[src/rtl/div11_check_gen.sv]
// Serial mod-11 check-digit generator: accepts BCD digits MSB-first and emits the
// digit that makes the extended number divisible by 11.
//
// state | meaning
// ------+------------------------------------------------------------
// ACCUM | accepting digits, folding each into the running residue
// EMIT  | result registered and held until the consumer takes it
module div11_check_gen #(
  parameter int MAX_DIGITS = 4,
  parameter int CNT_W      = 3
) (
  input  logic             clk,
  input  logic             rst,
  input  logic             in_valid,
  output logic             in_ready,
  input  logic [3:0]       in_digit,
  input  logic             in_last,
  output logic             out_valid,
  input  logic             out_ready,
  output logic [3:0]       out_digit,
  output logic [2:0]       out_err,
  output logic [CNT_W-1:0] out_count
);

  typedef enum logic {ACCUM = 1'b0, EMIT = 1'b1} state_t;

  localparam logic [CNT_W:0] CNT_MAX = (CNT_W+1)'(MAX_DIGITS);
  localparam logic [CNT_W:0] CNT_SAT = (CNT_W+1)'(MAX_DIGITS + 1);

  state_t            state;
  logic [3:0]        residue;
  logic [CNT_W-1:0]  count;
  logic [1:0]        err;

  logic              bad_digit;
  logic [3:0]        d_eff;
  logic signed [4:0] t;
  logic [3:0]        r_next;
  logic [CNT_W:0]    cnt_inc;
  logic [CNT_W-1:0]  cnt_next;
  logic [1:0]        err_next;

  // 10 == -1 (mod 11), so appending digit d maps residue r to (d - r) mod 11
  always_comb begin
    bad_digit = (in_digit > 4'd9);
    d_eff     = bad_digit ? (in_digit & 4'h7) : in_digit;
    t         = $signed({1'b0, d_eff}) - $signed({1'b0, residue});
    r_next    = t[4] ? 4'($unsigned(t) + 5'd11) : t[3:0];
    cnt_inc   = {1'b0, count} + (CNT_W+1)'(1);
    cnt_next  = (cnt_inc > CNT_SAT) ? CNT_SAT[CNT_W-1:0] : cnt_inc[CNT_W-1:0];
    err_next  = err | {(cnt_inc > CNT_MAX), bad_digit};
  end

  assign in_ready = (state == ACCUM);

  always_ff @(posedge clk or posedge rst) begin
    if (rst) begin
      state     <= ACCUM;
      residue   <= '0;
      count     <= '0;
      err       <= '0;
      out_valid <= 1'b0;
      out_digit <= '0;
      out_err   <= '0;
      out_count <= '0;
    end else begin
      case (state)
        ACCUM: begin
          if (in_valid) begin
            residue <= r_next;
            count   <= cnt_next;
            err     <= err_next;
            if (in_last) begin
              // residue 10 encodes naturally as 4'hA
              state     <= EMIT;
              out_valid <= 1'b1;
              out_digit <= r_next;
              out_err   <= {(r_next == 4'd10), err_next};
              out_count <= cnt_next;
            end
          end
        end
        EMIT: begin
          if (out_ready) begin
            state     <= ACCUM;
            out_valid <= 1'b0;
            residue   <= '0;
            count     <= '0;
            err       <= '0;
          end
        end
        default: state <= ACCUM;
      endcase
    end
  end

endmodule

[config.mk]
export PLATFORM = sky130hd
export DESIGN_NAME = div11_check_gen
export DESIGN_NICKNAME = d
export VERILOG_FILES = /design/src/rtl/div11_check_gen.sv
export SDC_FILE = /design/constraint.sdc
export NUM_CORES = 1
export LEC_CHECK = 0
export ABC_AREA = 1
export BUFFER_PORTS_ARGS = -buffer_cell sky130_fd_sc_hd__buf_2
export CAP_MARGIN = 10
export CORE_ASPECT_RATIO = 0.9
export CORE_MARGIN = 1
export CORE_UTILIZATION = 35
export DETAILED_ROUTE_END_ITERATION = 6
export PLACE_DENSITY = 0.59
export SETUP_SLACK_MARGIN = 0.1
export SYNTH_ARGS = -nofsm -noshare
export SYNTH_HDL_FRONTEND = slang
export SYNTH_SLANG_ARGS = --single-unit
[constraint.sdc]
create_clock -name clk -period 3.61 [get_ports clk]
set_clock_uncertainty 0.2 [all_clocks]
set_input_delay 0.361 -clock clk [delete_from_list [all_inputs] [get_ports clk]]
set_output_delay 0.361 -clock clk [all_outputs]
set_load 0.1 [all_outputs]
==> results.yml, run 1 <==
yosys:
  yosys-top-cells-count: "47 x nand2_1, 25 x inv_1, 21 x dfrtp_1"
  synth-seq-area-share_pct: 45.1
  synthFlopType: "dfrtp_1"
  synth_cell_types: 21
  yosysWarningCount: 0
  syn_avg_cell_area_sq_um: 7.92
  syn_nets: 165
  netlist.area_leader.share_pct: 45.1
  synthTopCellsByArea: "dfrtp_1 45%, nand2_1 15%, ha_1 8.6%"
  synth-seq-cells: 21
  async_flop_share_pct: 100
  synth.largest_area_cell: "dfrtp_1"
  synth_edf_count: 0
  netlist_area_sq_um: 1160
  synth_cells: 147
  yosysMostFrequentCell: "nand2_1"
worst_setup_path:
  worstPathRequired_ns: 3.61
  critPathMaxStageDelay_ns: 0.44
  critical_path.top_delay_family: "adder cells"
  reg2reg_depth: 13
  critPathBufInv: 3
  r2r_slack_ns: 1.48
  crit_path_max_fanout: 2
  reg2reg_from: "residue[0]"
  worstPathCellList: "ha_1, inv_1, fa_1, inv_1, ha_1, inv_1, nand2_1, nand2_1, nand2_1, nand2_1, nor2_1, nand3_1, nand2_1"
  cp-end-kind: "flop"
  reg2reg_to: "out_err[2]"
  crit_slowest_cell: "fa_1"
  crit_type: "flop to flop"
  startpoint_type: "flop"
  cp_common_cell: "nand2_1"
  cp.depth: 13
  cp.arrival_ns: 2.13
detailed_routing:
  ant_nets: 0
  drt_iter0_markers: 63
  wirelength_mm: 2.30
  drc_errors: 0
  routed_via_density: 4.56
  detailroute.via_count: 966
  wl_per_cell_um: 10.8
  drt-pass1-iter-count: 4
timing:
  period_share_pct: 59.0
  relSlewSlack_pct: 46.8
  rsz0062_at_grt: "false"
  worst_pin_slew_ns: 0.797
  finalHoldViolCount: 0
  drv_slew: 0
  setup-tns-final_ns: 0
  min_period_ns: 2.13
  setup_viol: 0
  fmax_mhz: 470
global_routing:
  grt_max_degree: 22
  gr-usage-all-layers_pct: 14.6
  grt_pass1_wl_mm: 4.04
  grt_pass1_vias: 890
  antenna_found_initial: 0
  overflow: 0
placement:
  numPortBuffers: 20
  post_dp_cell_area_sq_um: 1310
  gp_congestion: 0.809
  hpwl_mm: 1.78
min_path:
  hold_path_class: "input pin to asynchronous set/reset pin"
clock_tree:
  cts_hold_buf: 0
  cts_htree_levels: 1
  clock_latency_ns: 0.26
  clkSlewWorstSetupHoldPaths_ns: 0.07
  ctsRootBufferMaster: "clkbuf_8"
  tritoncts: "built"
  clkSinkCount: 21
  cts-buffers-inserted: 3
  cts_setup_buffers: 0
  ctsResizeCount: 0
  cts_buffer_depth: 2
outcome:
  outcome: "complete, no violations"
floorplan:
  die_area_sq_um: 3560
  start_util_pct: 37.4
  dieWidth_um: 62.8
  core-area_sq_um: 3110
  die_h_um: 56.7
  placementRows: 19
  num_io_pins: 21
finish:
  stdcell_area_sq_um: 1350
  nets: 189
  area_delta_synth_final_pct: 16.0
  layout-drive-gt1-share_pct: 17.1
  diodes: 0
run:
  cap_violations: 0
-- metrics by stage --
| step | cells | utilization [%] | setup WS [ns] | hold slack (ns) |
|---|---|---|---|---|
| 2_1_floorplan | 147 | - | 1.59 | 0.138 |
| 3_3_place_gp | 208 | 41.9 | 1.43 | 0.257 |
| 4_1_cts | 212 | 43.4 | 1.47 | 0.0706 |
| 6_report | 212 | 43.4 | 1.48 | 0.0443 |
| 3_5_place_dp | 208 | 41.9 | 1.37 | 0.262 |
| 5_1_grt | 212 | 43.4 | 1.31 | 0.107 |
-- worst max-delay path by stage --
| stage | from | end | slack, ns |
|---|---|---|---|
| floorplan | in_digit[0] | out_err[2] | 1.59 |
| global placement | in_digit[0] | out_err[2] | 1.43 |
| detailed placement | in_digit[0] | out_err[2] | 1.37 |
| CTS | residue[0] | out_err[2] | 1.47 |
| global route | residue[0] | out_err[2] | 1.31 |
| finish | residue[0] | out_err[2] | 1.48 |
-- sequential cells by signal, indices dropped and copies added (netlist names) --
signal / cells
count: 3
err: 2
out_count: 3
out_digit: 4
out_err: 3
out_valid: 1
residue: 4
state: 1
-- routing by layer --
metal  global-route usage (%)  part of all wire (%)  wire (um)
met5                        0                     0          0
met4                     1.99                  0.61         14
met1                     19.8                    52       1190
met3                     4.27                   4.0         91
met2                     23.4                    44        999
-- area by class of cell --
class                      instances  area (sq um)
clock buffer                       4          45.0
tap                               42          52.6
multi-input combinational         98           527
inverter                          27           101
timing repair buffer              20           100
sequential                        21           526
fill                             329          1760
-- cells by family (layout without fill, tap and decap cells) --
group	Yosys count	count (layout)	share of synthesized area, %
AO/OA/AOI/OAI	21	21	10.1
AND/OR/NAND/NOR	67	67	24.1
flip-flops	21	21	45.1
buffers and inverters	28	51	9.67
adder cells (fa/ha/maj)	9	9	10.3
XOR/XNOR	1	1	0.752
-- worst reg2reg max path: stages (launching register included) --
cell     delay, ns
dfrtp_1       0.39
ha_1          0.18
inv_1         0.09
fa_1          0.44
inv_1         0.09
ha_1          0.18
inv_1         0.05
nand2_1       0.06
nand2_1       0.05
nand2_1       0.05
nand2_1       0.07
nor2_1        0.11
nand3_1       0.07
nand2_1       0.05
-- layout by cell type, fill, tap and decap left out, types with 3 or more instances in the layout --
master,synthesis,layout
nor2_1,5,5
buf_2,0,20
o21ai_0,10,10
inv_1,25,25
nand2_2,3,3
ha_1,8,8
nand3_1,9,9
dfrtp_1,21,21
clkbuf_8,0,3
o22ai_1,4,4
nand2_1,47,47
Power of run 1 is not shown: default switching activity piles up to over one toggle a cycle in this logic, so the estimate is an artifact.
==> run 2: changes to the inputs <==
==> constraint.sdc (replaced) <==
create_clock -name clk -period 2.1 [get_ports clk]
set_clock_uncertainty 0.2 [all_clocks]
set_input_delay 0.21 -clock clk [delete_from_list [all_inputs] [get_ports clk]]
set_output_delay 0.21 -clock clk [all_outputs]
set_load 0.1 [all_outputs]
==> run 2 against run 1 <==
Critical endpoint unchanged. Sequential cell count did not move. Setup slack got worse by 1.4 ns. Worst hold slack better by 0.055 ns. Count of clock-buffer cells in the layout unchanged. Cell count is 2.4% higher. Critical path depth unchanged. Via count grew 5.1%. Global-route usage down 0.18 points. First-iteration DRC count decreased by 7.9%. Utilization up 3.0 points.
==> results.yml, run 2 (synthesis gave the netlist of run 1 again) <==
outcome:
  outcome: "complete, no violations"
timing:
  fmax_mhz: 485
  setup_viol: 0
  finalHoldViolCount: 0
  relSlewSlack_pct: 68.6
  rsz0062_at_grt: "true"
  drv_slew: 0
  min_period_ns: 2.06
  worst_pin_slew_ns: 0.465
  period_share_pct: 98.2
clock_tree:
  clkSlewWorstSetupHoldPaths_ns: 0.07
  cts-buffers-inserted: 3
  cts_htree_levels: 1
  tritoncts: "built"
  clock_latency_ns: 0.25
  ctsRootBufferMaster: "clkbuf_8"
  clkSinkCount: 21
  cts_buffer_depth: 2
placement:
  dp.cells: 209
  numPortBuffers: 20
  post_dp_cell_area_sq_um: 1310
  gp_congestion: 0.841
  hpwl_mm: 1.79
detailed_routing:
  ant_nets: 0
  drt_iter0_markers: 58
  wl_per_cell_um: 11.1
  drt-pass1-iter-count: 4
  routed_via_density: 4.68
  wirelength_mm: 2.42
  drc_errors: 0
  detailroute.via_count: 1015
worst_setup_path:
  startpoint: "residue[0]"
  r2r_slack_ns: 0.04
  worstPathRequired_ns: 2.05
  reg2reg_from: "residue[0]"
  reg2reg_depth: 13
  crit_type: "flop to flop"
  cp.arrival_ns: 2.01
  crit_path_max_fanout: 2
  cp-end-kind: "flop"
  reg2reg_to: "out_err[2]"
  startpoint_type: "flop"
finish:
  finish.utilization_pct: 46.4
  layout-drive-gt1-share_pct: 29.7
  top_regs: "out_digit: 4 flops, residue: 4 flops"
  nets: 194
  diodes: 0
  stdcell_area_sq_um: 1450
  final_cells: 217
  mostFrequentLayoutCell: "nand2_1"
  final_cell_mix: "38 x nand2_1, 21 x dfrtp_1, 20 x inv_1, 20 x buf_2, 12 x nand2_2"
  area_delta_synth_final_pct: 24.1
global_routing:
  grt_use_met2_pct: 23.4
  grt_pass1_wl_mm: 3.96
  grt_max_degree: 22
  met3_usage_pct: 4.47
  met1_usage_pct: 18.8
  grt_pass1_vias: 925
  gr-usage-all-layers_pct: 14.4
  overflow: 0
  antenna_found_initial: 0
  grt.busiest_layer: "met2"
floorplan:
  placementRows: 19
  num_io_pins: 21
  die_h_um: 56.7
  start_util_pct: 37.4
  core-area_sq_um: 3110
  die_area_sq_um: 3560
  dieWidth_um: 62.8
min_path:
  hold_depth: 3
  holdPathEnd: "err[0]"
  hold_path_class: "input pin to flop"
  min-delay-start: "in_digit[3]"
run:
  cap_violations: 0
-- run 2: worst max path at each step --
| stage | end | slack [ns] |
|---|---|---|
| 6_report | out_err[2] | 0.04 |
| 5_1_grt | out_err[2] | -0.05 |
| 4_1_cts | out_err[2] | 0.03 |
| 3_5_place_dp | out_err[2] | 0.0005 |
| 3_3_place_gp | out_err[2] | 0.07 |
| 2_1_floorplan | out_err[2] | 0.14 |
-- run 2: final cells by class --
class | instances | area (sq um)
Inverter | 27 | 101
Clock buffer | 4 | 45.0
Tap cell | 42 | 52.6
Timing Repair Buffer | 25 | 143
Multi-Input combinational cell | 98 | 578
Sequential cell | 21 | 526
Fill cell | 310 | 1670
-- run 2: per-stage QoR --
step	TNS, ns	hold slack, ns	worst slack [ns]
after floorplan	0	-0.0135	0.141
after global placement	0	0.0528	0.0738
after detailed placement	0	0.0544	0.000538
after CTS	0	0.0965	0.0286
after global routing	-0.119	0.0993	-0.0481
final	0	0.0992	0.0377
-- run 2: worst max-delay path: stages, from the launching register on --
cell     delay [ns]
dfrtp_1        0.35
ha_2           0.17
inv_2          0.04
fa_2           0.53
inv_2          0.05
ha_4           0.16
inv_2          0.05
nand2_2        0.05
nand2_2        0.06
nand2_2        0.06
nand2_2        0.09
nor2_2         0.04
nand3_1        0.05
nand2_1        0.05
-- run 2: what timing repair did --
action,CTS,global route
buffers inserted,1,1
hold endpoints to repair,22,0
gates resized for setup,9,13
pin swaps,3,1
setup endpoints to repair,5,7
hold buffers,2,0
-- run 2: metal layers --
layer | share of wire [%] | wire length [um]
met3 | 4.9 | 118
met1 | 49 | 1190
met2 | 46 | 1110
met4 | 0 | 0
met5 | 0 | 0
Power of run 2 is left out for the same reason.
==> run 3: changes to the inputs <==
--- a/config.mk
+++ b/config.mk
@@ -13,6 +13,7 @@
 export CORE_UTILIZATION = 35
 export DETAILED_ROUTE_END_ITERATION = 6
 export PLACE_DENSITY = 0.59
+export RECOVER_POWER = 25
 export SETUP_SLACK_MARGIN = 0.1
 export SYNTH_ARGS = -nofsm -noshare
 export SYNTH_HDL_FRONTEND = slang
==> run 3 against run 2 <==
Via count unchanged. Global-route usage is the same. Highest routed layer unchanged. Non-clock buffer count is the same. Register-to-register slack barely moved. Setup slack hardly changed. Worst hold slack barely moved. Sequential share of layout area rose by 0.095 points. Die area unchanged. Cell area decreased by 0.26%. Utilization decreased by 0.12 points. Count of clock-buffer cells in the layout unchanged.
==> results.yml, run 3 (synthesis gave the netlist of run 1 again) <==
timing:
  setup-tns-final_ns: 0
  worst_pin_slew_ns: 1.11
  relSlewSlack_pct: 25.9
  finalHoldViolCount: 0
  fmax_mhz: 485
  worst_slack_ns: 0.0377
  period_share_pct: 98.2
  min_period_ns: 2.06
  rsz0062_at_grt: "true"
  drv_slew: 0
  setup_viol: 0
global_routing:
  overflow: 0
  grt_max_degree: 22
  grt_pass1_vias: 925
  gr-usage-all-layers_pct: 14.4
  antenna_found_initial: 0
  grt_pass1_wl_mm: 3.96
finish:
  final_cell_mix: "38 x nand2_1, 21 x dfrtp_1, 20 x inv_1, 20 x buf_2, 12 x nand2_2"
  area_delta_synth_final_pct: 23.7
  layout-drive-gt1-share_pct: 29.1
  finish.utilization_pct: 46.3
  mostFrequentLayoutCell: "nand2_1"
  top_regs: "out_digit: 4 flops, residue: 4 flops"
  nets: 194
  diodes: 0
  stdcell_area_sq_um: 1440
detailed_routing:
  drt-pass1-iter-count: 4
  ant_nets: 0
  routed_via_density: 4.68
  detailroute.via_count: 1015
  drc_errors: 0
  wirelength_mm: 2.41
  drt_iter0_markers: 53
  wl_per_cell_um: 11.1
clock_tree:
  tritoncts: "built"
  clock_latency_ns: 0.25
  cts_buffer_depth: 2
  clkSinkCount: 21
  ctsRootBufferMaster: "clkbuf_8"
  cts_htree_levels: 1
  clkSlewWorstSetupHoldPaths_ns: 0.07
  cts-buffers-inserted: 3
worst_setup_path:
  startpoint_type: "flop"
  worstPathRequired_ns: 2.05
  cp.arrival_ns: 2.01
  crit_type: "flop to flop"
  cp-end-kind: "flop"
  crit_path_max_fanout: 2
floorplan:
  num_io_pins: 21
  die_area_sq_um: 3560
  core-area_sq_um: 3110
  start_util_pct: 37.4
  dieWidth_um: 62.8
  placementRows: 19
  die_h_um: 56.7
placement:
  gp_congestion: 0.841
  hpwl_mm: 1.79
  numPortBuffers: 20
  dp_slack_ns: 0.000538
  post_dp_cell_area_sq_um: 1310
outcome:
  outcome: "complete, no violations"
run:
  cap_violations: 0
min_path:
  hold_path_class: "input pin to flop"
-- run 3: cell types whose count changed in the layout (fill, tap and decap cells not counted), sizes merged --
cell    change
buf         -1
clkbuf      +1
-- run 3: metal layers --
metal	global-route usage, %	vias up	wire [um]
met5	0	-	0
met4	2.99	0	0
met3	4.47	0	118
met2	23.4	26	1110
met1	18.8	469	1180
li1	-	520	-
-- run 3: metrics by stage --
step	hold WS [ns]	std cells
2_1_floorplan	-0.0135	147
3_3_place_gp	0.0528	209
3_5_place_dp	0.0544	209
4_1_cts	0.0965	216
5_1_grt	0.0993	217
6_report	0.0992	217
-- run 3: worst paths after layout --
kind                             start    endpoint  slack (ns)  cells after the start
max reg2reg                 residue[0]  out_err[2]        0.04                     13
max in group asynchronous          rst  residue[2]        0.39                      4
max                         residue[0]  out_err[2]        0.04                     13
min in group asynchronous          rst   out_valid        0.64                      4
min reg2reg                 out_err[1]  out_err[1]        0.28                      2
min                        in_digit[3]      err[0]         0.1                      3
-- run 3: area by class of cell --
class / instances / area (sq um)
clock buffer: 4 / 45.0
fill: 312 / 1670
inverter: 27 / 101
multi-input combinational: 98 / 578
sequential: 21 / 526
tap: 42 / 52.6
timing repair buffer: 25 / 139
-- run 3: worst max-delay path: stages (launching register included) --
cell     delay, ns
dfrtp_1       0.35
ha_2          0.17
inv_2         0.04
fa_2          0.53
inv_2         0.05
ha_4          0.16
inv_2         0.05
nand2_2       0.05
nand2_2       0.06
nand2_2       0.06
nand2_2       0.09
nor2_2        0.04
nand3_1       0.05
nand2_1       0.05
-- run 3: timing repair --
item / in CTS / in global routing
setup buffers: 1 / 1
endpoints found under the hold margin: 22 / 0
hold buffers: 2 / 0
pin swaps: 3 / 1
resized for setup: 9 / 13
setup endpoints to repair: 5 / 7
Power of run 3 is left out for the same reason.
